[config.mk]
export PLATFORM = sky130hd
export DESIGN_NAME = alu_rr_arbiter_flat
export DESIGN_NICKNAME = d
export VERILOG_FILES = /design/src/rtl/alu_pkg.sv /design/src/rtl/alu_rr_arbiter_if.sv /design/src/rtl/alu_core.sv /design/src/rtl/alu_rr_arbiter.sv /design/src/flat_wrapper.sv
export SDC_FILE = /design/constraint.sdc
export NUM_CORES = 1
export LEC_CHECK = 0
export CAP_MARGIN = 5
export CORE_MARGIN = 2
export CORE_UTILIZATION = 51
export DETAILED_ROUTE_END_ITERATION = 8
export MAX_ROUTING_LAYER = met4
export PLACE_DENSITY_LB_ADDON = 0.3
export SLEW_MARGIN = 5
export SYNTH_ARGS = -nofsm -noshare
export SYNTH_HDL_FRONTEND = slang
export SYNTH_HIERARCHICAL = 1
export SYNTH_SLANG_ARGS = --single-unit
export TNS_END_PERCENT = 30
[constraint.sdc]
create_clock -name clk -period 5.3 [get_ports clk]
set_input_delay 1.06 -clock clk [delete_from_list [all_inputs] [get_ports clk]]
set_output_delay 1.06 -clock clk [all_outputs]
set_load 0.05 [all_outputs]
[src/rtl/alu_pkg.sv]
// rtl/alu_pkg.sv - ALU op codes and constants shared by the arbiter and the ALU core
package alu_pkg;

  typedef enum logic [3:0] {
    OP_ADD  = 4'd0,
    OP_SUB  = 4'd1,
    OP_XOR  = 4'd2,
    OP_OR   = 4'd3,
    OP_AND  = 4'd4,
    OP_SLL  = 4'd5,
    OP_SRL  = 4'd6,
    OP_SRA  = 4'd7,
    OP_SLT  = 4'd8,
    OP_SLTU = 4'd9
  } alu_op_e;

  localparam logic [3:0] ALU_OP_LAST = 4'd9;
  localparam int         SHAMT_W     = 5;

  function automatic logic is_shift(input logic [3:0] op);
    return (op == OP_SLL) || (op == OP_SRL) || (op == OP_SRA);
  endfunction

endpackage

[src/rtl/alu_rr_arbiter_if.sv]
// rtl/alu_rr_arbiter_if.sv - request/response bundle between requesters and the shared ALU
interface alu_rr_arbiter_if #(
  parameter int NUM_REQ = 2,
  parameter int ID_W    = 2
);
  logic [NUM_REQ-1:0]    req_valid;
  logic [NUM_REQ-1:0]    req_ready;
  logic [4*NUM_REQ-1:0]  req_op;
  logic [32*NUM_REQ-1:0] req_a;
  logic [32*NUM_REQ-1:0] req_b;
  logic                  rsp_valid;
  logic                  rsp_ready;
  logic [31:0]           rsp_result;
  logic [ID_W-1:0]       rsp_id;
  logic                  rsp_err;

  modport master (
    output req_valid, req_op, req_a, req_b, rsp_ready,
    input  req_ready, rsp_valid, rsp_result, rsp_id, rsp_err
  );

  modport slave (
    input  req_valid, req_op, req_a, req_b, rsp_ready,
    output req_ready, rsp_valid, rsp_result, rsp_id, rsp_err
  );
endinterface

[src/rtl/alu_core.sv]
// rtl/alu_core.sv - combinational RV32I integer ALU; unknown op codes yield 0
module alu_core
  import alu_pkg::*;
(
  input  logic [31:0] a,
  input  logic [31:0] b,
  input  logic [3:0]  op,
  output logic [31:0] result
);
  logic [SHAMT_W-1:0] shamt;

  assign shamt = b[SHAMT_W-1:0];

  always_comb begin
    result = '0;
    case (op)
      OP_ADD:  result = a + b;
      OP_SUB:  result = a - b;
      OP_XOR:  result = a ^ b;
      OP_OR:   result = a | b;
      OP_AND:  result = a & b;
      OP_SLL:  result = a << shamt;
      OP_SRL:  result = a >> shamt;
      OP_SRA:  result = $unsigned($signed(a) >>> shamt);
      OP_SLT:  result = {31'd0, $signed(a) < $signed(b)};
      OP_SLTU: result = {31'd0, a < b};
      default: result = '0;
    endcase
  end
endmodule

[src/rtl/alu_rr_arbiter.sv]
// rtl/alu_rr_arbiter.sv - round-robin share of one ALU between NUM_REQ requesters,
// with a one-entry tagged response register that allows back-to-back issue
module alu_rr_arbiter
  import alu_pkg::*;
#(
  parameter int NUM_REQ = 2,
  parameter int ID_W    = 2
) (
  input  logic             clk,
  input  logic             rst_n,
  alu_rr_arbiter_if.slave  bus
);
  logic                 rsp_valid_q, rsp_valid_d;
  logic [31:0]          rsp_result_q, rsp_result_d;
  logic [ID_W-1:0]      rsp_id_q, rsp_id_d;
  logic                 rsp_err_q, rsp_err_d;
  logic [ID_W-1:0]      rr_ptr_q, rr_ptr_d;

  logic                 slot_free;
  logic                 found;
  logic                 accept;
  logic [ID_W-1:0]      win;
  logic [ID_W:0]        pick;
  logic [4*NUM_REQ-1:0] op_vec;
  logic [32*NUM_REQ-1:0] a_vec, b_vec;
  logic [3:0]           sel_op;
  logic [31:0]          sel_a, sel_b, alu_b, alu_result;
  logic                 illegal;

  // Returns {found, index}: first set bit of valid at or after ptr, wrapping.
  function automatic logic [ID_W:0] rr_pick(input logic [NUM_REQ-1:0] valid,
                                            input logic [ID_W-1:0]    ptr);
    logic [ID_W:0]    res;
    logic [NUM_REQ-1:0] sh;
    int               idx;
    res = '0;
    for (int k = NUM_REQ - 1; k >= 0; k--) begin
      idx = int'(ptr) + k;
      if (idx >= NUM_REQ) idx = idx - NUM_REQ;
      sh = valid >> idx;
      if (sh[0]) res = {1'b1, idx[ID_W-1:0]};
    end
    return res;
  endfunction

  assign slot_free = !rsp_valid_q || bus.rsp_ready;
  assign pick      = rr_pick(bus.req_valid, rr_ptr_q);
  assign found     = pick[ID_W];
  assign win       = pick[ID_W-1:0];
  // Reset gating keeps req_ready low while rst_n is held, independent of the clock.
  assign accept    = found && slot_free && rst_n;

  assign bus.req_ready = accept ? (NUM_REQ'(1) << win) : '0;

  always_comb begin
    op_vec = bus.req_op >> (4 * int'(win));
    a_vec  = bus.req_a  >> (32 * int'(win));
    b_vec  = bus.req_b  >> (32 * int'(win));
  end

  assign sel_op  = op_vec[3:0];
  assign sel_a   = a_vec[31:0];
  assign sel_b   = b_vec[31:0];
  assign alu_b   = is_shift(sel_op) ? {{(32-SHAMT_W){1'b0}}, sel_b[SHAMT_W-1:0]} : sel_b;
  assign illegal = sel_op > ALU_OP_LAST;

  alu_core u_alu (
    .a      (sel_a),
    .b      (alu_b),
    .op     (sel_op),
    .result (alu_result)
  );

  always_comb begin
    rsp_valid_d  = rsp_valid_q;
    rsp_result_d = rsp_result_q;
    rsp_id_d     = rsp_id_q;
    rsp_err_d    = rsp_err_q;
    rr_ptr_d     = rr_ptr_q;
    if (accept) begin
      rsp_valid_d  = 1'b1;
      rsp_result_d = illegal ? 32'd0 : alu_result;
      rsp_id_d     = win;
      rsp_err_d    = illegal;
      rr_ptr_d     = (int'(win) == NUM_REQ - 1) ? '0 : win + ID_W'(1);
    end else if (bus.rsp_ready) begin
      rsp_valid_d  = 1'b0;
    end
  end

  always_ff @(posedge clk or negedge rst_n) begin
    if (!rst_n) begin
      rsp_valid_q  <= 1'b0;
      rsp_result_q <= '0;
      rsp_id_q     <= '0;
      rsp_err_q    <= 1'b0;
      rr_ptr_q     <= '0;
    end else begin
      rsp_valid_q  <= rsp_valid_d;
      rsp_result_q <= rsp_result_d;
      rsp_id_q     <= rsp_id_d;
      rsp_err_q    <= rsp_err_d;
      rr_ptr_q     <= rr_ptr_d;
    end
  end

  assign bus.rsp_valid  = rsp_valid_q;
  assign bus.rsp_result = rsp_result_q;
  assign bus.rsp_id     = rsp_id_q;
  assign bus.rsp_err    = rsp_err_q;
endmodule
[src/flat_wrapper.sv]
// flat-port wrapper written by rule: the top's interface ports become plain ports
module alu_rr_arbiter_flat import alu_pkg::*;
#(
  parameter int NUM_REQ = 2,
  parameter int ID_W    = 2
)
  (clk, rst_n, bus_req_valid, bus_req_op, bus_req_a, bus_req_b, bus_rsp_ready, bus_req_ready, bus_rsp_valid, bus_rsp_result, bus_rsp_id, bus_rsp_err);
  alu_rr_arbiter_if #(.NUM_REQ(NUM_REQ), .ID_W(ID_W)) bus_i ();
  input  logic clk;
  input  logic rst_n;
  input wire logic [$bits(bus_i.req_valid)-1:0] bus_req_valid;
  input wire logic [$bits(bus_i.req_op)-1:0] bus_req_op;
  input wire logic [$bits(bus_i.req_a)-1:0] bus_req_a;
  input wire logic [$bits(bus_i.req_b)-1:0] bus_req_b;
  input wire logic [$bits(bus_i.rsp_ready)-1:0] bus_rsp_ready;
  output wire logic [$bits(bus_i.req_ready)-1:0] bus_req_ready;
  output wire logic [$bits(bus_i.rsp_valid)-1:0] bus_rsp_valid;
  output wire logic [$bits(bus_i.rsp_result)-1:0] bus_rsp_result;
  output wire logic [$bits(bus_i.rsp_id)-1:0] bus_rsp_id;
  output wire logic [$bits(bus_i.rsp_err)-1:0] bus_rsp_err;
  assign bus_i.req_valid = bus_req_valid;
  assign bus_i.req_op = bus_req_op;
  assign bus_i.req_a = bus_req_a;
  assign bus_i.req_b = bus_req_b;
  assign bus_i.rsp_ready = bus_rsp_ready;
  assign bus_req_ready = bus_i.req_ready;
  assign bus_rsp_valid = bus_i.rsp_valid;
  assign bus_rsp_result = bus_i.rsp_result;
  assign bus_rsp_id = bus_i.rsp_id;
  assign bus_rsp_err = bus_i.rsp_err;
  alu_rr_arbiter #(.NUM_REQ(NUM_REQ), .ID_W(ID_W)) u_core (.clk(clk), .rst_n(rst_n), .bus(bus_i));
endmodule
==> flow_summary.yaml <==
synth:
  postSynthNetCount: 1826
  ys_types: 87
  yosysWarnings: 6
  syn_area_per_cell_um2: 6.88
  syn-instance-count: 1585
  synth_xor_area_share_pct: 1.20
  synth_area_um2: 10900
  synth-simple-area-share_pct: 24.2
  synth_mux_area_share_pct: 14.1
  synth_top_family_by_area: "compound AO/OA/AOI/OAI gates"
  synth_compound_area_share_pct: 31.9
  synthArstFlopShare_pct: 100
  synth.yosys.seq_area_share_pct: 8.72
  ys.flop_type: "dfrtp_1"
  synth_edf_count: 0
  synth_fa_ha_area_share_pct: 11.6
  ys_seq_elements: 38
placed_design:
  postPlaceCellArea_um2: 14500
  dpl.hpwl_um: 41400
  gp_congestion: 1.17
  dp.cells: 2175
  numPortBuffers: 178
  preCtsSetupSlack_ns: -0.346
clocking:
  cts-htree-levels: 2
  path_clk_slew_ns: 0.06
  cts_made_buffers: 5
  cts_tree: "yes"
  clockBufferDepth: 2
  cts_root_buf: "clkbuf_16"
  cts_num_sinks: 38
  clk_latency_ns: 0.29
  cts_setup_buffers: 0
  cts.hold.buffers_added: 0
power_and_ir_drop:
  cellPowerDensity_nw_per_um2: 283
  p_leak_nw: 6.70
  peakVddDrop_mv: 0.136
detailed_routing:
  drtAntennaViolNets: 0
  wl_per_cell_um: 23.1
  first_pass_iters: 9
  finalWirelength_um: 50600
  via_per_inst: 6.53
  drc: 0
  vias: 14284
  drt_iter0_markers: 2072
global_routing:
  busiest_layer: "met2"
  grt_overflow_total: 0
  grt_max_degree: 43
  grt_antenna_before_repair: 4
  grt_pass1_vias: 13347
  grt_use_met2_pct: 67.9
  use_met3_pct: 8.61
  grt_pass1_wl_um: 76300
  track_usage_pct: 45.2
  grt_use_met1_pct: 59.7
die:
  ios: 179
  die_y_um: 150
  start_util_pct: 51.9
  rows: 53
  dieArea_um2: 22600
  die_x_um: 150
  core_um2: 21000
setup_path:
  cp.arrival_ns: 5.30
  start_kind: "input port"
  ff2ff_path_depth: 19
  crit_path_end_kind: "register"
  crit_fanout: 23
  cp.required_ns: 5.47
  path_class: "input port to register"
status:
  status: "finished clean"
layout:
  area_delta_synth_final_pct: 35.8
  fin_area_um2: 14800
  fillers: 1800
  nNetsFinal: 2148
  stdcell_count: 2187
  final_core_util_pct: 70.4
  drive_above_1_share_pct: 19.0
hold_path:
  hp-class: "register to register"
  hold_depth: 1
timing:
  layout_setup_ws_ns: 0.172
  relSlewSlack_pct: 29.2
  skew_ns: 0.00669
  finalHoldViolations: 0
  worst_slew_pin_slew_ns: 1.06
  fmax_mhz: 195
  period_minus_slack_ns: 5.13
  setup_viol: 0
  slew_violations: 0
  min_period_over_period_pct: 96.8
  rsz0062_at_grt: "no"
  fin_hold_ws_ns: 0.490
run:
  cap_violations: 0
## path summary, 6_finish.rpt
path	startpoint	end	slack, ns
min reg2reg	u_core/bus.rsp_id[0]	u_core/bus.rsp_id[0]	0.49
max in group asynchronous	rst_n	u_core/bus.rsp_result[21]	4.11
max reg2reg	u_core/rr_ptr_q[0]	u_core/bus.rsp_result[30]	0.98
min in group asynchronous	rst_n	u_core/rr_ptr_q[1]	0.85
min	u_core/bus.rsp_id[0]	u_core/bus.rsp_id[0]	0.49
max	bus_req_valid[0]	u_core/bus.rsp_result[30]	0.17
## what timing repair did
action / 4_1_cts / 5_1_grt
gates cloned: 0 / 0
pin swaps: 0 / 2
gates resized for setup: 1 / 17
endpoints found under the setup margin: 1 / 10
## worst max-delay path: stages
cell	delay (ns)
clkdlybuf4s50_1	0.46
nand2b_4	0.12
and2_4	0.31
buf_4	0.23
nand2_1	0.06
nand2_1	0.20
inv_1	0.09
ha_1	0.36
nor4_2	0.34
buf_4	0.17
nor3b_1	0.18
o31a_1	0.19
a211oi_2	0.07
a211oi_2	0.23
buf_4	0.16
o21ai_1	0.11
o21a_1	0.31
a221oi_2	0.30
o21ai_1	0.09
a22o_1	0.23
## registers in the layout, summed over array words and instances, names as in the netlist
register and flops:
u_core/bus.rsp_err 1, u_core/bus.rsp_id 2, u_core/bus.rsp_result 32, u_core/bus.rsp_valid 1, u_core/rr_ptr_q 2
## cell usage after synthesis, types with 6 or more instances
cell type | instances | area (um^2)
nand2_1 | 284 | 1070
nor2_1 | 170 | 638
a21oi_1 | 125 | 626
ha_1 | 98 | 1230
clkbuf_1 | 83 | 312
inv_1 | 83 | 312
o21ai_0 | 48 | 240
mux2i_1 | 45 | 450
mux4_2 | 40 | 901
dfrtp_1 | 38 | 951
o21ai_1 | 38 | 190
nor3_1 | 34 | 170
a22o_1 | 33 | 289
a211oi_1 | 30 | 225
o211ai_1 | 26 | 195
nand3_1 | 24 | 120
a21o_1 | 22 | 165
buf_2 | 22 | 110
a221oi_1 | 16 | 140
a31oi_1 | 16 | 100
o31ai_1 | 16 | 120
nor2b_1 | 14 | 87.6
inv_2 | 13 | 48.8
o21bai_1 | 13 | 97.6
o22ai_1 | 13 | 81.3
or3_1 | 12 | 75.1
and2_1 | 11 | 68.8
nor4_1 | 11 | 68.8
nand2b_1 | 10 | 62.6
o31a_1 | 10 | 87.6
a221o_1 | 9 | 90.1
a22oi_1 | 9 | 67.6
o221ai_1 | 9 | 78.8
a211o_1 | 8 | 70.1
o2111ai_1 | 8 | 70.1
o21a_1 | 8 | 60.1
xnor2_1 | 8 | 70.1
xor2_1 | 7 | 61.3
buf_1 | 6 | 22.5
mux2_2 | 6 | 67.6
nand4_1 | 6 | 37.5
## per-stage QoR
stage          TNS (ns)  total power, W
2_1_floorplan         0         0.00234
3_3_place_gp     -0.777         0.00361
3_5_place_dp      -2.12         0.00365
4_1_cts               0         0.00406
5_1_grt               0         0.00439
6_report              0         0.00420
## final cells by class
| cell class | count | area (um^2) | share of cell area [%] |
|---|---|---|---|
| multi-input cells | 1330 | 9180 | 62.0 |
| well taps | 275 | 344 | 2.32 |
| diodes | 4 | 10.0 | 0.0676 |
| flip-flops and latches | 38 | 951 | 6.42 |
| inverters | 96 | 360 | 2.43 |
| clock inverters | 3 | 68.8 | 0.465 |
| clock buffers | 5 | 125 | 0.845 |
| repair buffers | 436 | 3770 | 25.5 |
## layer usage
| metal | vias up | part of all wire [%] | routed length (um) |
|---|---|---|---|
| met1 | 6629 | 40 | 20000 |
| met5 | - | 0 | 0 |
| met2 | 1055 | 43 | 21600 |
| met3 | 173 | 13 | 6560 |
| li1 | 6427 | - | - |
| met4 | 0 | 4.9 | 2460 |
## logic make-up (layout without fill, tap and decap cells)
family                     Yosys count  in the layout
and+or+nand+nor                    607            607
AOI/OAI and AO/OA                  508            508
buffers and inverters              217            540
adders and majority gates          100            100
muxes                              100            100
DFF                                 38             38
xor gates and xnor gates            15             15
other                                0              4
## cell usage in the layout (no fill, tap or decap), drive strengths merged, types with 12 or more instances in the layout
cell type / count
a211oi: 31
a21o: 22
a21oi: 125
a221oi: 16
a22o: 33
a31oi: 17
buf: 259
clkdlybuf4s50: 177
dfrtp: 38
ha: 98
inv: 96
mux2: 13
mux2i: 47
mux4: 40
nand2: 284
nand3: 24
nor2: 170
nor2b: 14
nor3: 34
o211ai: 27
o21ai: 86
o21bai: 13
o22ai: 13
o31ai: 16
or3: 12
## report_power, final
part | switching, W | leakage (nW) | internal [W]
Sequential | 0.0000463 | 0.493 | 0.000362
Clock | 0.000116 | 0.0940 | 0.000270
Combinational | 0.00201 | 6.11 | 0.00139
Total | 0.00218 | 6.70 | 0.00202
No activity file was read; power rests on OpenSTA's default activity.
==> patch, RTL diff (config.mk and constraints unchanged) <==
`NUM_REQ` is set to 2 in 3 places; all go to 1.
--- a/src/rtl/alu_rr_arbiter_if.sv
+++ b/src/rtl/alu_rr_arbiter_if.sv
@@ -2,3 +2,3 @@
 interface alu_rr_arbiter_if #(
-  parameter int NUM_REQ = 2,
+  parameter int NUM_REQ = 1,
   parameter int ID_W    = 2
--- a/src/rtl/alu_rr_arbiter.sv
+++ b/src/rtl/alu_rr_arbiter.sv
@@ -5,3 +5,3 @@
 #(
-  parameter int NUM_REQ = 2,
+  parameter int NUM_REQ = 1,
   parameter int ID_W    = 2
--- a/src/flat_wrapper.sv
+++ b/src/flat_wrapper.sv
@@ -3,3 +3,3 @@
 #(
-  parameter int NUM_REQ = 2,
+  parameter int NUM_REQ = 1,
   parameter int ID_W    = 2
Ports: changed (5 resized); port bits go from 179 to 109. The function was not compared with the original's and may differ.
==> patch against the unedited design <==
Power is 35% lower; register-to-register slack better by 2.7 ns; area after synthesis is 4.0% lower; global-route usage is 0.57 points lower; sequential power is 14% higher; worst setup slack better by 0.35 ns; final area is 20% lower; synthesized cell count is 3.8% lower; sequential cell count is 1 lower; wire length is 5.3% lower; cell count is 16% lower; critical endpoint unchanged; largest power group unchanged.
==> patch: results (changes against the unedited design) <==
placement:
  hpwl_um: 37300  # was 41,400 um
  portBuffers: 108  # was 178
  gp_congestion: 1.12  # was 1.17
  pre_cts_slack_ns: 0.299  # was -0.346 ns
finish:
  fin_nets: 1734  # was 2,148
  largest_reg_flops: 32  # unchanged
  drive_gt1_frac: 0.101  # was 0.190
  n_fill_cell: 1923  # was 1,800
  stdcell_count: 1834  # was 2,187
critical_path:
  r2r_cells: 4  # was 19
  max_stage_delay_ns: 0.45
  r2r_setup_slack_ns: 3.64  # was 0.98 ns
  rr_startpoint: "u_core/bus.rsp_valid$_DFFE_PN0P_"  # was u_core/rr_ptr_q[0]$_DFFE_PN0P_
  cp_max_fo: 27  # was 23
  regToRegEndpoint: "u_core/bus.rsp_id[0]$_DFFE_PN0P_"  # was u_core/bus.rsp_result[30]$_DFFE_PN0P_
logic_synthesis:
  syn_nets: 1698  # was 1,826
  synth_xor_area_frac: 0.00837  # was 0.0120
  synth_area_leaders: "ha_1 12%, dfrtp_1 8.8%, mux2i_1 7.6%, a21oi_1 6.6%, nor2_1 6.5%"  # was ha_1 11%, nand2_1 9.8%, dfrtp_1 8.7%, mux4_2 8.3%, nor2_1 5.9%
  synth_commonest_cells: "182 x nor2_1, 139 x a21oi_1, 135 x nand2_1, 120 x inv_1, 99 x ha_1"  # was 284 x nand2_1, 170 x nor2_1, 125 x a21oi_1, 98 x ha_1
  async_reset_ff_frac: 1.00  # unchanged
  synthAdderAreaFrac: 0.122  # was 0.116
  yosysSeqAreaShare: 0.0884  # was 0.0872
  synth_compound_area_frac: 0.330  # was 0.319
  avgSynthCellArea_um2: 6.86  # was 6.88 um2
  yosysWarnings: 6  # unchanged
  yosys_most_used_dff: "dfrtp_1"  # unchanged
  synth_cell_types: 93  # was 87
  synthMuxAreaShare: 0.130  # was 0.141
power:
  p_leak_nw: 5.05  # was 6.70 nW
  vdd_drop_max_mv: 0.152  # was 0.136 mV
clock_tree:
  cts_buffers: 5  # unchanged
  cts_resized: 0  # was 1
  root_buffer: "clkbuf_16"  # unchanged
  cts_buffer_depth: 2  # unchanged
run_status:
  status: "finished clean"  # unchanged
timing:
  tightest_slew_ns: 1.02  # was 1.06 ns
  clock_skew_ns: 0.00440  # was 0.00669 ns
  whs_ns: 0.506  # was 0.490 ns
hold_path:
  hold_path_startpoint: "u_core/rr_ptr_q[1]$_DFFE_PN0P_"  # was u_core/bus.rsp_id[0]$_DFFE_PN0P_
  min_to: "u_core/bus.rsp_valid$_DFFE_PN0P_"  # was u_core/bus.rsp_id[0]$_DFFE_PN0P_
  whs_path_depth: 1  # unchanged
global_route:
  grt_util_all_layers: 0.447  # was 0.452
  grt_max_degree: 72  # was 43
  grt_antenna_before_repair: 2  # was 4
  grt_pass1_wl_um: 72100  # was 76,300 um
detailed_routing:
  vias: 12400  # was 14,300
  routed_wl_um: 47900  # was 50,600 um
  route.met3.wl_um: 5560  # was 6560 um
  wl_met1_um: 18600  # was 20,000 um
  wl_met2_um: 20500  # was 21,600 um
  initialDrtViolationCount: 1679  # was 2,072
  drt_pass1_iterations: 6  # was 9
-- patch: kinds of logic after synthesis --
kind of cell | count (synthesis)
AOI/OAI and AO/OA | 509
xor gates and xnor gates | 10
adders and majority gates | 101
buffers and inverters | 277
DFF | 37
muxes | 112
other | 2
and+or+nand+nor | 477
-- patch: metrics by stage --
step                area (um2)   util  total power [mW]
global route             11900  0.590              2.88
floorplan                10500      -              1.70
finish                   11900  0.590              2.74
global placement         11700  0.581              2.31
CTS                      11900  0.590              2.70
detailed placement       11700  0.581              2.33
-- patch: worst max-delay path by stage --
stage / cells after the start / slack, ns / to / from
4_1_cts: 17 / 0.59 / u_core/bus.rsp_result[30]$_DFFE_PN0P_ / bus_req_op[1]
2_1_floorplan: 19 / 0.80 / u_core/bus.rsp_result[28]$_DFFE_PN0P_ / bus_req_b[2]
5_1_grt: 17 / 0.29 / u_core/bus.rsp_result[30]$_DFFE_PN0P_ / bus_req_op[1]
6_report: 17 / 0.52 / u_core/bus.rsp_result[30]$_DFFE_PN0P_ / bus_req_op[1]
3_3_place_gp: 17 / 0.34 / u_core/bus.rsp_result[30]$_DFFE_PN0P_ / bus_req_op[1]
3_5_place_dp: 17 / 0.30 / u_core/bus.rsp_result[30]$_DFFE_PN0P_ / bus_req_op[1]
-- patch: layout make-up --
class,count,area share
well taps,270,0.0284
multi-input cells,1211,0.705
inverters,129,0.0407
flip-flops and latches,37,0.0778
clock inverters,3,0.00389
diodes,2,0.000420
repair buffers,177,0.133
clock buffers,5,0.0105
-- patch: layer usage --
layer  global-route usage  up-vias
li1                     -     5552
met1                0.571     5750
met2                0.669      944
met3               0.0848      184
met4                0.236        0
met5                    -        -
-- patch: where the power goes --
part / switching [mW] / total, mW / internal, mW
Clock: 0.133 / 0.356 / 0.223
Combinational: 1.26 / 1.92 / 0.653
Sequential: 0.0690 / 0.464 / 0.395
Total: 1.47 / 2.74 / 1.27
-- patch: worst max-delay path: cells and delay by family --
kind / cells / cell delay, ns
adders and majority gates: 1 / 0.40
and+or+nand+nor: 2 / 0.25
muxes: 1 / 0.16
buffers and inverters: 3 / 0.71
AOI/OAI and AO/OA: 10 / 2.39
